`src/rtl/regfile_pkg.sv`:
```
// -----------------------------------------------------------------------------
// regfile_pkg
// Shared definitions for the multi-port register file and the datapath that
// uses it: default register width/index width, the sweep FSM state encoding
// and a constant-evaluable ceil(log2) helper.
// -----------------------------------------------------------------------------
package regfile_pkg;

    localparam int DEFAULT_DATA_WIDTH = 32;
    localparam int DEFAULT_ADDR_WIDTH = 5;

    typedef enum logic {
        CLEAR = 1'b0,
        RUN   = 1'b1
    } regfile_state_e;

    // ceil(log2(value)); returns 0 for value <= 1. Fixed loop bound keeps it
    // usable in constant expressions and synthesis.
    function automatic int clog2(input int value);
        int result;
        result = 0;
        for (int i = 0; i < 31; i++) begin
            if ((1 << i) < value) begin
                result = i + 1;
            end
        end
        return result;
    endfunction

endpackage

```
`src/rtl/regfile_mp_if.sv`:
```
// -----------------------------------------------------------------------------
// regfile_mp_if
// Bus bundle between the datapath (master) and the register file (slave).
//   ReadRegOne/ReadRegTwo   : read indices            (master -> slave)
//   ReadDataOne/ReadDataTwo : combinational read data (slave -> master)
//   WriteRegA/B, WriteDataA/B, RegWriteA/B : two write ports (master -> slave)
//   Ready                   : array valid and accepting writes (slave -> master)
// -----------------------------------------------------------------------------
interface regfile_mp_if
    import regfile_pkg::*;
#(
    parameter int DATA_WIDTH = DEFAULT_DATA_WIDTH,
    parameter int ADDR_WIDTH = DEFAULT_ADDR_WIDTH
);

    logic [ADDR_WIDTH-1:0] ReadRegOne;
    logic [ADDR_WIDTH-1:0] ReadRegTwo;
    logic [DATA_WIDTH-1:0] ReadDataOne;
    logic [DATA_WIDTH-1:0] ReadDataTwo;
    logic [ADDR_WIDTH-1:0] WriteRegA;
    logic [DATA_WIDTH-1:0] WriteDataA;
    logic                  RegWriteA;
    logic [ADDR_WIDTH-1:0] WriteRegB;
    logic [DATA_WIDTH-1:0] WriteDataB;
    logic                  RegWriteB;
    logic                  Ready;

    modport master (
        output ReadRegOne, ReadRegTwo,
        output WriteRegA, WriteDataA, RegWriteA,
        output WriteRegB, WriteDataB, RegWriteB,
        input  ReadDataOne, ReadDataTwo, Ready
    );

    modport slave (
        input  ReadRegOne, ReadRegTwo,
        input  WriteRegA, WriteDataA, RegWriteA,
        input  WriteRegB, WriteDataB, RegWriteB,
        output ReadDataOne, ReadDataTwo, Ready
    );

endinterface

```
`src/rtl/regfile_read_mux.sv`:
```
// -----------------------------------------------------------------------------
// regfile_read_mux
// Output select for one read port: forced zero while the array is not ready,
// hardwired register 0, write-to-read bypass (port B over port A), otherwise
// the stored array word.
//   rd_idx    : read index
//   arr_data  : array word at rd_idx
//   we_a/b, wr_idx_a/b, wr_data_a/b : write ports seen this cycle
//   ready     : array valid
//   rd_data   : selected read data
// -----------------------------------------------------------------------------
module regfile_read_mux
    import regfile_pkg::*;
#(
    parameter int DATA_WIDTH = DEFAULT_DATA_WIDTH,
    parameter int ADDR_WIDTH = DEFAULT_ADDR_WIDTH,
    parameter int ZERO_REG   = 1,
    parameter int BYPASS     = 1
) (
    input  logic [ADDR_WIDTH-1:0] rd_idx,
    input  logic [DATA_WIDTH-1:0] arr_data,
    input  logic                  we_a,
    input  logic [ADDR_WIDTH-1:0] wr_idx_a,
    input  logic [DATA_WIDTH-1:0] wr_data_a,
    input  logic                  we_b,
    input  logic [ADDR_WIDTH-1:0] wr_idx_b,
    input  logic [DATA_WIDTH-1:0] wr_data_b,
    input  logic                  ready,
    output logic [DATA_WIDTH-1:0] rd_data
);

    always_comb begin
        rd_data = arr_data;
        // Order of tests is the priority order: not-ready and register 0
        // dominate any bypass.
        if (!ready) begin
            rd_data = '0;
        end else if ((ZERO_REG != 0) && (rd_idx == '0)) begin
            rd_data = '0;
        end else if ((BYPASS != 0) && we_b && (wr_idx_b == rd_idx)) begin
            rd_data = wr_data_b;
        end else if ((BYPASS != 0) && we_a && (wr_idx_a == rd_idx)) begin
            rd_data = wr_data_a;
        end
    end

endmodule

```
`src/rtl/regfile_mp.sv`:
```
// -----------------------------------------------------------------------------
// regfile_mp
// Two-read / two-write register file. Storage has no reset; after Reset a
// sweep clears CLEAR_LANES entries per cycle and Ready rises once the last
// group is cleared. Writes are ignored and reads return 0 until then.
//   Clock : rising-edge clock
//   Reset : synchronous, active-high; restarts the clear sweep
//   bus   : regfile_mp_if slave (read/write ports and Ready)
// -----------------------------------------------------------------------------
module regfile_mp
    import regfile_pkg::*;
#(
    parameter int DATA_WIDTH  = DEFAULT_DATA_WIDTH,
    parameter int ADDR_WIDTH  = DEFAULT_ADDR_WIDTH,
    parameter int CLEAR_LANES = 4,
    parameter int ZERO_REG    = 1,
    parameter int BYPASS      = 1
) (
    input  logic         Clock,
    input  logic         Reset,
    regfile_mp_if.slave  bus
);

    localparam int DEPTH     = 1 << ADDR_WIDTH;
    localparam int LANE_BITS = clog2(CLEAR_LANES);
    localparam int CNT_W_RAW = ADDR_WIDTH - LANE_BITS;
    localparam int CNT_W     = (CNT_W_RAW < 1) ? 1 : CNT_W_RAW;
    localparam int GROUPS    = DEPTH / CLEAR_LANES;
    localparam logic [CNT_W-1:0] CNT_LAST = CNT_W'(GROUPS - 1);

    regfile_state_e        state_q, state_d;
    logic [CNT_W-1:0]      cnt_q, cnt_d;
    logic                  ready_q, ready_d;

    logic [DATA_WIDTH-1:0] regs_q [DEPTH];

    logic                  clear_en;
    logic [ADDR_WIDTH-1:0] clr_base;
    logic                  wr_a_en;
    logic                  wr_b_en;
    logic [DATA_WIDTH-1:0] rd_one;
    logic [DATA_WIDTH-1:0] rd_two;

    // Sweep FSM: state register
    always_ff @(posedge Clock) begin
        if (Reset) begin
            state_q <= CLEAR;
            cnt_q   <= '0;
            ready_q <= 1'b0;
        end else begin
            state_q <= state_d;
            cnt_q   <= cnt_d;
            ready_q <= ready_d;
        end
    end

    // Sweep FSM: next state
    always_comb begin
        state_d = state_q;
        cnt_d   = cnt_q;
        ready_d = ready_q;
        case (state_q)
            CLEAR: begin
                if (cnt_q == CNT_LAST) begin
                    state_d = RUN;
                    cnt_d   = '0;
                    ready_d = 1'b1;
                end else begin
                    cnt_d = cnt_q + CNT_W'(1);
                end
            end
            RUN: begin
                state_d = RUN;
            end
            default: begin
                state_d = CLEAR;
                cnt_d   = '0;
                ready_d = 1'b0;
            end
        endcase
    end

    // Array write controls; Reset suppresses every array write in its cycle.
    always_comb begin
        clear_en = !Reset && (state_q == CLEAR);
        clr_base = ADDR_WIDTH'(cnt_q) << LANE_BITS;
        wr_a_en  = !Reset && (state_q == RUN) && bus.RegWriteA &&
                   !((ZERO_REG != 0) && (bus.WriteRegA == '0));
        wr_b_en  = !Reset && (state_q == RUN) && bus.RegWriteB &&
                   !((ZERO_REG != 0) && (bus.WriteRegB == '0));
    end

    // Storage: no reset, cleared by the sweep. Port B is assigned last so it
    // wins when both ports hit the same index.
    always_ff @(posedge Clock) begin
        if (clear_en) begin
            for (int l = 0; l < CLEAR_LANES; l++) begin
                regs_q[clr_base + ADDR_WIDTH'(l)] <= '0;
            end
        end else begin
            if (wr_a_en) begin
                regs_q[bus.WriteRegA] <= bus.WriteDataA;
            end
            if (wr_b_en) begin
                regs_q[bus.WriteRegB] <= bus.WriteDataB;
            end
        end
    end

    regfile_read_mux #(
        .DATA_WIDTH (DATA_WIDTH),
        .ADDR_WIDTH (ADDR_WIDTH),
        .ZERO_REG   (ZERO_REG),
        .BYPASS     (BYPASS)
    ) u_read_one (
        .rd_idx    (bus.ReadRegOne),
        .arr_data  (regs_q[bus.ReadRegOne]),
        .we_a      (bus.RegWriteA),
        .wr_idx_a  (bus.WriteRegA),
        .wr_data_a (bus.WriteDataA),
        .we_b      (bus.RegWriteB),
        .wr_idx_b  (bus.WriteRegB),
        .wr_data_b (bus.WriteDataB),
        .ready     (ready_q),
        .rd_data   (rd_one)
    );

    regfile_read_mux #(
        .DATA_WIDTH (DATA_WIDTH),
        .ADDR_WIDTH (ADDR_WIDTH),
        .ZERO_REG   (ZERO_REG),
        .BYPASS     (BYPASS)
    ) u_read_two (
        .rd_idx    (bus.ReadRegTwo),
        .arr_data  (regs_q[bus.ReadRegTwo]),
        .we_a      (bus.RegWriteA),
        .wr_idx_a  (bus.WriteRegA),
        .wr_data_a (bus.WriteDataA),
        .we_b      (bus.RegWriteB),
        .wr_idx_b  (bus.WriteRegB),
        .wr_data_b (bus.WriteDataB),
        .ready     (ready_q),
        .rd_data   (rd_two)
    );

    assign bus.ReadDataOne = rd_one;
    assign bus.ReadDataTwo = rd_two;
    assign bus.Ready       = ready_q;

endmodule

```
`src/flat_wrapper.sv`:
```
// flat-port wrapper written by rule: the top's interface ports become plain ports
module regfile_mp_flat import regfile_pkg::*;
#(
    parameter int DATA_WIDTH  = DEFAULT_DATA_WIDTH,
    parameter int ADDR_WIDTH  = DEFAULT_ADDR_WIDTH,
    parameter int CLEAR_LANES = 4,
    parameter int ZERO_REG    = 1,
    parameter int BYPASS      = 1
)
  (Clock, Reset, bus_ReadRegOne, bus_ReadRegTwo, bus_WriteRegA, bus_WriteDataA, bus_RegWriteA, bus_WriteRegB, bus_WriteDataB, bus_RegWriteB, bus_ReadDataOne, bus_ReadDataTwo, bus_Ready);
  regfile_mp_if #(.DATA_WIDTH(DATA_WIDTH), .ADDR_WIDTH(ADDR_WIDTH)) bus_i ();
  input  logic Clock;
  input  logic Reset;
  input wire logic [$bits(bus_i.ReadRegOne)-1:0] bus_ReadRegOne;
  input wire logic [$bits(bus_i.ReadRegTwo)-1:0] bus_ReadRegTwo;
  input wire logic [$bits(bus_i.WriteRegA)-1:0] bus_WriteRegA;
  input wire logic [$bits(bus_i.WriteDataA)-1:0] bus_WriteDataA;
  input wire logic [$bits(bus_i.RegWriteA)-1:0] bus_RegWriteA;
  input wire logic [$bits(bus_i.WriteRegB)-1:0] bus_WriteRegB;
  input wire logic [$bits(bus_i.WriteDataB)-1:0] bus_WriteDataB;
  input wire logic [$bits(bus_i.RegWriteB)-1:0] bus_RegWriteB;
  output wire logic [$bits(bus_i.ReadDataOne)-1:0] bus_ReadDataOne;
  output wire logic [$bits(bus_i.ReadDataTwo)-1:0] bus_ReadDataTwo;
  output wire logic [$bits(bus_i.Ready)-1:0] bus_Ready;
  assign bus_i.ReadRegOne = bus_ReadRegOne;
  assign bus_i.ReadRegTwo = bus_ReadRegTwo;
  assign bus_i.WriteRegA = bus_WriteRegA;
  assign bus_i.WriteDataA = bus_WriteDataA;
  assign bus_i.RegWriteA = bus_RegWriteA;
  assign bus_i.WriteRegB = bus_WriteRegB;
  assign bus_i.WriteDataB = bus_WriteDataB;
  assign bus_i.RegWriteB = bus_RegWriteB;
  assign bus_ReadDataOne = bus_i.ReadDataOne;
  assign bus_ReadDataTwo = bus_i.ReadDataTwo;
  assign bus_Ready = bus_i.Ready;
  regfile_mp #(.DATA_WIDTH(DATA_WIDTH), .ADDR_WIDTH(ADDR_WIDTH), .CLEAR_LANES(CLEAR_LANES), .ZERO_REG(ZERO_REG), .BYPASS(BYPASS)) u_core (.Clock(Clock), .Reset(Reset), .bus(bus_i));
endmodule
```
`config.mk`:
```
export PLATFORM = sky130hd
export DESIGN_NAME = regfile_mp_flat
export DESIGN_NICKNAME = d
export VERILOG_FILES = /design/src/rtl/regfile_pkg.sv /design/src/rtl/regfile_mp_if.sv /design/src/rtl/regfile_read_mux.sv /design/src/rtl/regfile_mp.sv /design/src/flat_wrapper.sv
export SDC_FILE = /design/constraint.sdc
export NUM_CORES = 2
export LEC_CHECK = 0
export CAP_MARGIN = 20
export CELL_PAD_IN_SITES_DETAIL_PLACEMENT = 0
export CELL_PAD_IN_SITES_GLOBAL_PLACEMENT = 1
export CORE_ASPECT_RATIO = 1.5
export CORE_MARGIN = 3
export CORE_UTILIZATION = 35
export DETAILED_ROUTE_END_ITERATION = 8
export PLACE_DENSITY = 0.61
export SYNTH_ARGS = -nofsm -noshare
export SYNTH_HDL_FRONTEND = slang
export SYNTH_SLANG_ARGS = --single-unit
```
`constraint.sdc`:
```
create_clock -name Clock -period 16.1 [get_ports Clock]
set_input_delay 4.83 -clock Clock [delete_from_list [all_inputs] [get_ports Clock]]
set_output_delay 4.83 -clock Clock [all_outputs]
set_load 0.02 [all_outputs]
```
==> run metrics <==
buffer type at the clock tree root sky130_fd_sc_hd__clkbuf_16; remaining global-route overflow 0; critical path class in -> out; maximum fanout along the worst path 33; crit end category output pin; sum of routed wire length over all layers 340,500 um; final setup violating endpoints 0; clk buf depth 3; Cell variety after synth 76; sequential area share after synthesis 0.4126; post-layout utilization of the core 0.3940; final critical path time including I/O delays and setup 14.27 ns; initial core utilization 0.3525; Worst EP arrival 9.44 ns; number of standard cells in the final layout excluding fillers 7,728; leakage power 23.65 nW; count of antenna-violating nets left after detailed routing 0; vias after detailed routing 56.40k; die height 522.9 um; fraction of layout cells with a size suffix above 1 0.2431; number of levels the H-tree was split into 3; number of inserted filler cells in the final layout 16.95k; number of iterations in the first detailed-routing pass 8; clock transition at the registers of the reported paths 0.07 ns; Post-synth top flop sky130_fd_sc_hd__dfxtp_1; Clock Skews 0.03849 ns; vias per std cell 7.298; HPWL after detailed placement 200,500 um; post-cts resize count 0; number of buffers inserted during clock tree synthesis 103; ys async rst share 0; setup TNS 0 ns; clock sink count 1,029; part of the cycle the worst path needs 0.8863; status finished clean; Net Count, Synth 5,684; Slew @ Worst Pin 1.337 ns; min-delay worst type reg -> reg; number of top-level pins 153; top achievable clock speed 70.08 MHz; VDD IR-drop max 0.08192 mV; standard-cell rows 189; Final GP Congestion 0.9437; number of placed cells counting well taps 7,507; setup repair after global routing missed its margin false; cell area after layout 69,690 sq um; post-synth design cell area 62,350 sq um; Crit path required time 11.27 ns; number of remaining DRC errors 0; CTS tree done; number of enable flip-flop cells after synthesis 512; Slew Limit Fails 0; area added between synthesis and finish 11.77%; final hold violation count 0; die outline width 350.6 um; standard cell core area 176,900 sq um; number of violations of the max-capacitance limit 0; drt initial violations 9,264; Die Area 183,400 sq um; max_slew headroom 0.1051; largest net degree at the start of global routing 104; count of synthesis-stage warnings from yosys 0; via count of the first global-routing pass 54.27k; Hold Slack 0.4835 ns; kind of start point of the critical path primary input; Power Density 87.64 nW/um^2; post-placement cell area 66,090 sq um; wire per inst 44.06 um; global-route wire length before repair 458,300 um; instance count of the mapped netlist 5,594; initial antenna violation count 46; PortBufs 152; post-cts hold buffer count 0; post-CTS setup buffers 0; GRT Resource Usage Total 0.3620; clock latency reported for the late side of the worst-skew pair 0.77 ns; Post-Synthesis Mean Instance Area 11.15 sq um; number of synthesized register bits 1,029; nets 5,412
## report_power, final
group	internal (W)	leakage (nW)	switching [W]
sequential	0.00277	9.13	0.0000252
combinational	0.000210	12.8	0.000484
clock	0.00144	1.76	0.00118
total	0.00442	23.7	0.00168
## layer usage
layer  routed length (um)  global-route usage  part of all wire  up-vias
li1                     -                   -                 -    21438
met1               115100              0.4220              0.34    28396
met2               148300              0.5415              0.44     4958
met3                42590              0.1139              0.13     1575
met4                34220              0.3063              0.10       34
met5                  283                   0           0.00083        -
## cell families after synthesis
logic type / after synthesis / synth area share
AOI/OAI and AO/OA: 1300 / 0.1406
and+or+nand+nor: 1333 / 0.09943
DFF: 1029 / 0.4126
xor gates and xnor gates: 20 / 0.002809
adders and majority gates: 2 / 0.0004013
muxes: 1127 / 0.2911
buffers and inverters: 783 / 0.05302
## critical path: stages
cell and delay (ns):
sky130_fd_sc_hd__clkdlybuf4s50_1 0.84, sky130_fd_sc_hd__or3_2 0.67, sky130_fd_sc_hd__o31ai_1 0.28, sky130_fd_sc_hd__a31o_2 0.16, sky130_fd_sc_hd__buf_4 0.55, sky130_fd_sc_hd__or2_2 0.65, sky130_fd_sc_hd__buf_4 0.44, sky130_fd_sc_hd__o221ai_1 0.34
sky130_fd_sc_hd__clkdlybuf4s50_1 0.64
## area by class of cell
class                      instances  area (sq um)  area share
multi-input combinational       3782         34120      0.4895
sequential                      1029         25720      0.3691
timing repair buffer             364          3233     0.04639
clock buffer                     159          3173     0.04553
tap                             2292          2868     0.04115
clock inverter                    37         361.6    0.005188
inverter                          42         157.7    0.002262
antenna                           23         57.56   0.0008258
## synth_stat cells (37+ instances only)
cell type	count	area share
sky130_fd_sc_hd__nand2_1	281	0.017
sky130_fd_sc_hd__o22ai_1	215	0.022
sky130_fd_sc_hd__edfxtp_1	512	0.25
sky130_fd_sc_hd__clkbuf_1	469	0.028
sky130_fd_sc_hd__a221oi_1	79	0.011
sky130_fd_sc_hd__mux2_2	233	0.042
sky130_fd_sc_hd__a22oi_1	63	0.0076
sky130_fd_sc_hd__a21oi_1	334	0.027
sky130_fd_sc_hd__dfxtp_1	517	0.17
sky130_fd_sc_hd__mux4_2	526	0.19
sky130_fd_sc_hd__nand3_1	37	0.0030
sky130_fd_sc_hd__nor3_1	155	0.012
sky130_fd_sc_hd__o21ai_0	101	0.0081
sky130_fd_sc_hd__buf_2	234	0.019
sky130_fd_sc_hd__nor4_1	131	0.013
sky130_fd_sc_hd__mux2i_1	368	0.059
sky130_fd_sc_hd__nor2_1	543	0.033
sky130_fd_sc_hd__a211oi_1	344	0.041
## per-stage QoR
stage	power (W)	setup slack [ns]
final	0.006108	1.831
after global placement	0.003513	2.011
after detailed placement	0.003518	1.970
after global routing	0.006194	1.824
after floorplan	0.003200	4.055
after CTS	0.006080	1.953
## registers in the layout, summed over array words and instances, names as in the netlist
signal            cells
u_core.cnt_q          3
u_core.bus.Ready      1
u_core.regs_q      1024
u_core.state_q        1
## layout by cell type, fill, tap and decap left out, drive strengths merged, types with 11 or more instances in the layout
cell,instances
edfxtp,512
a21oi,334
a221oi,79
or4,34
xnor2,12
nor3,158
o221ai,32
nand4,35
dfxtp,517
nand3,37
nor4b,13
o22ai,216
nand2b,11
mux2i,368
diode,23
clkdlybuf4s50,146
nor2,543
mux4,526
nand2,282
buf,218
a211oi,364
mux2,233
clkbuf,159
nor4,132
o21ai,117
clkinv,30
inv,43
and2,36
a32oi,16
o211ai,32
a22oi,63
## final timing paths
check / startpoint / end / slack (ns) / cells after the start
worst max-delay path: bus_ReadRegTwo[0] / bus_ReadDataTwo[16] / 1.83 / 9
worst min-delay path: u_core.regs_q[3][17]$_SDFFE_PP0P_ / u_core.regs_q[3][17]$_SDFFE_PP0P_ / 0.48 / 2
worst max register to register: u_core.state_q$_SDFF_PP0_ / u_core.regs_q[8][21]$_DFFE_PP_ / 10.68 / 6
worst min register to register: u_core.regs_q[3][17]$_SDFFE_PP0P_ / u_core.regs_q[3][17]$_SDFFE_PP0P_ / 0.48 / 2
Power figures use the tool's default switching activity.
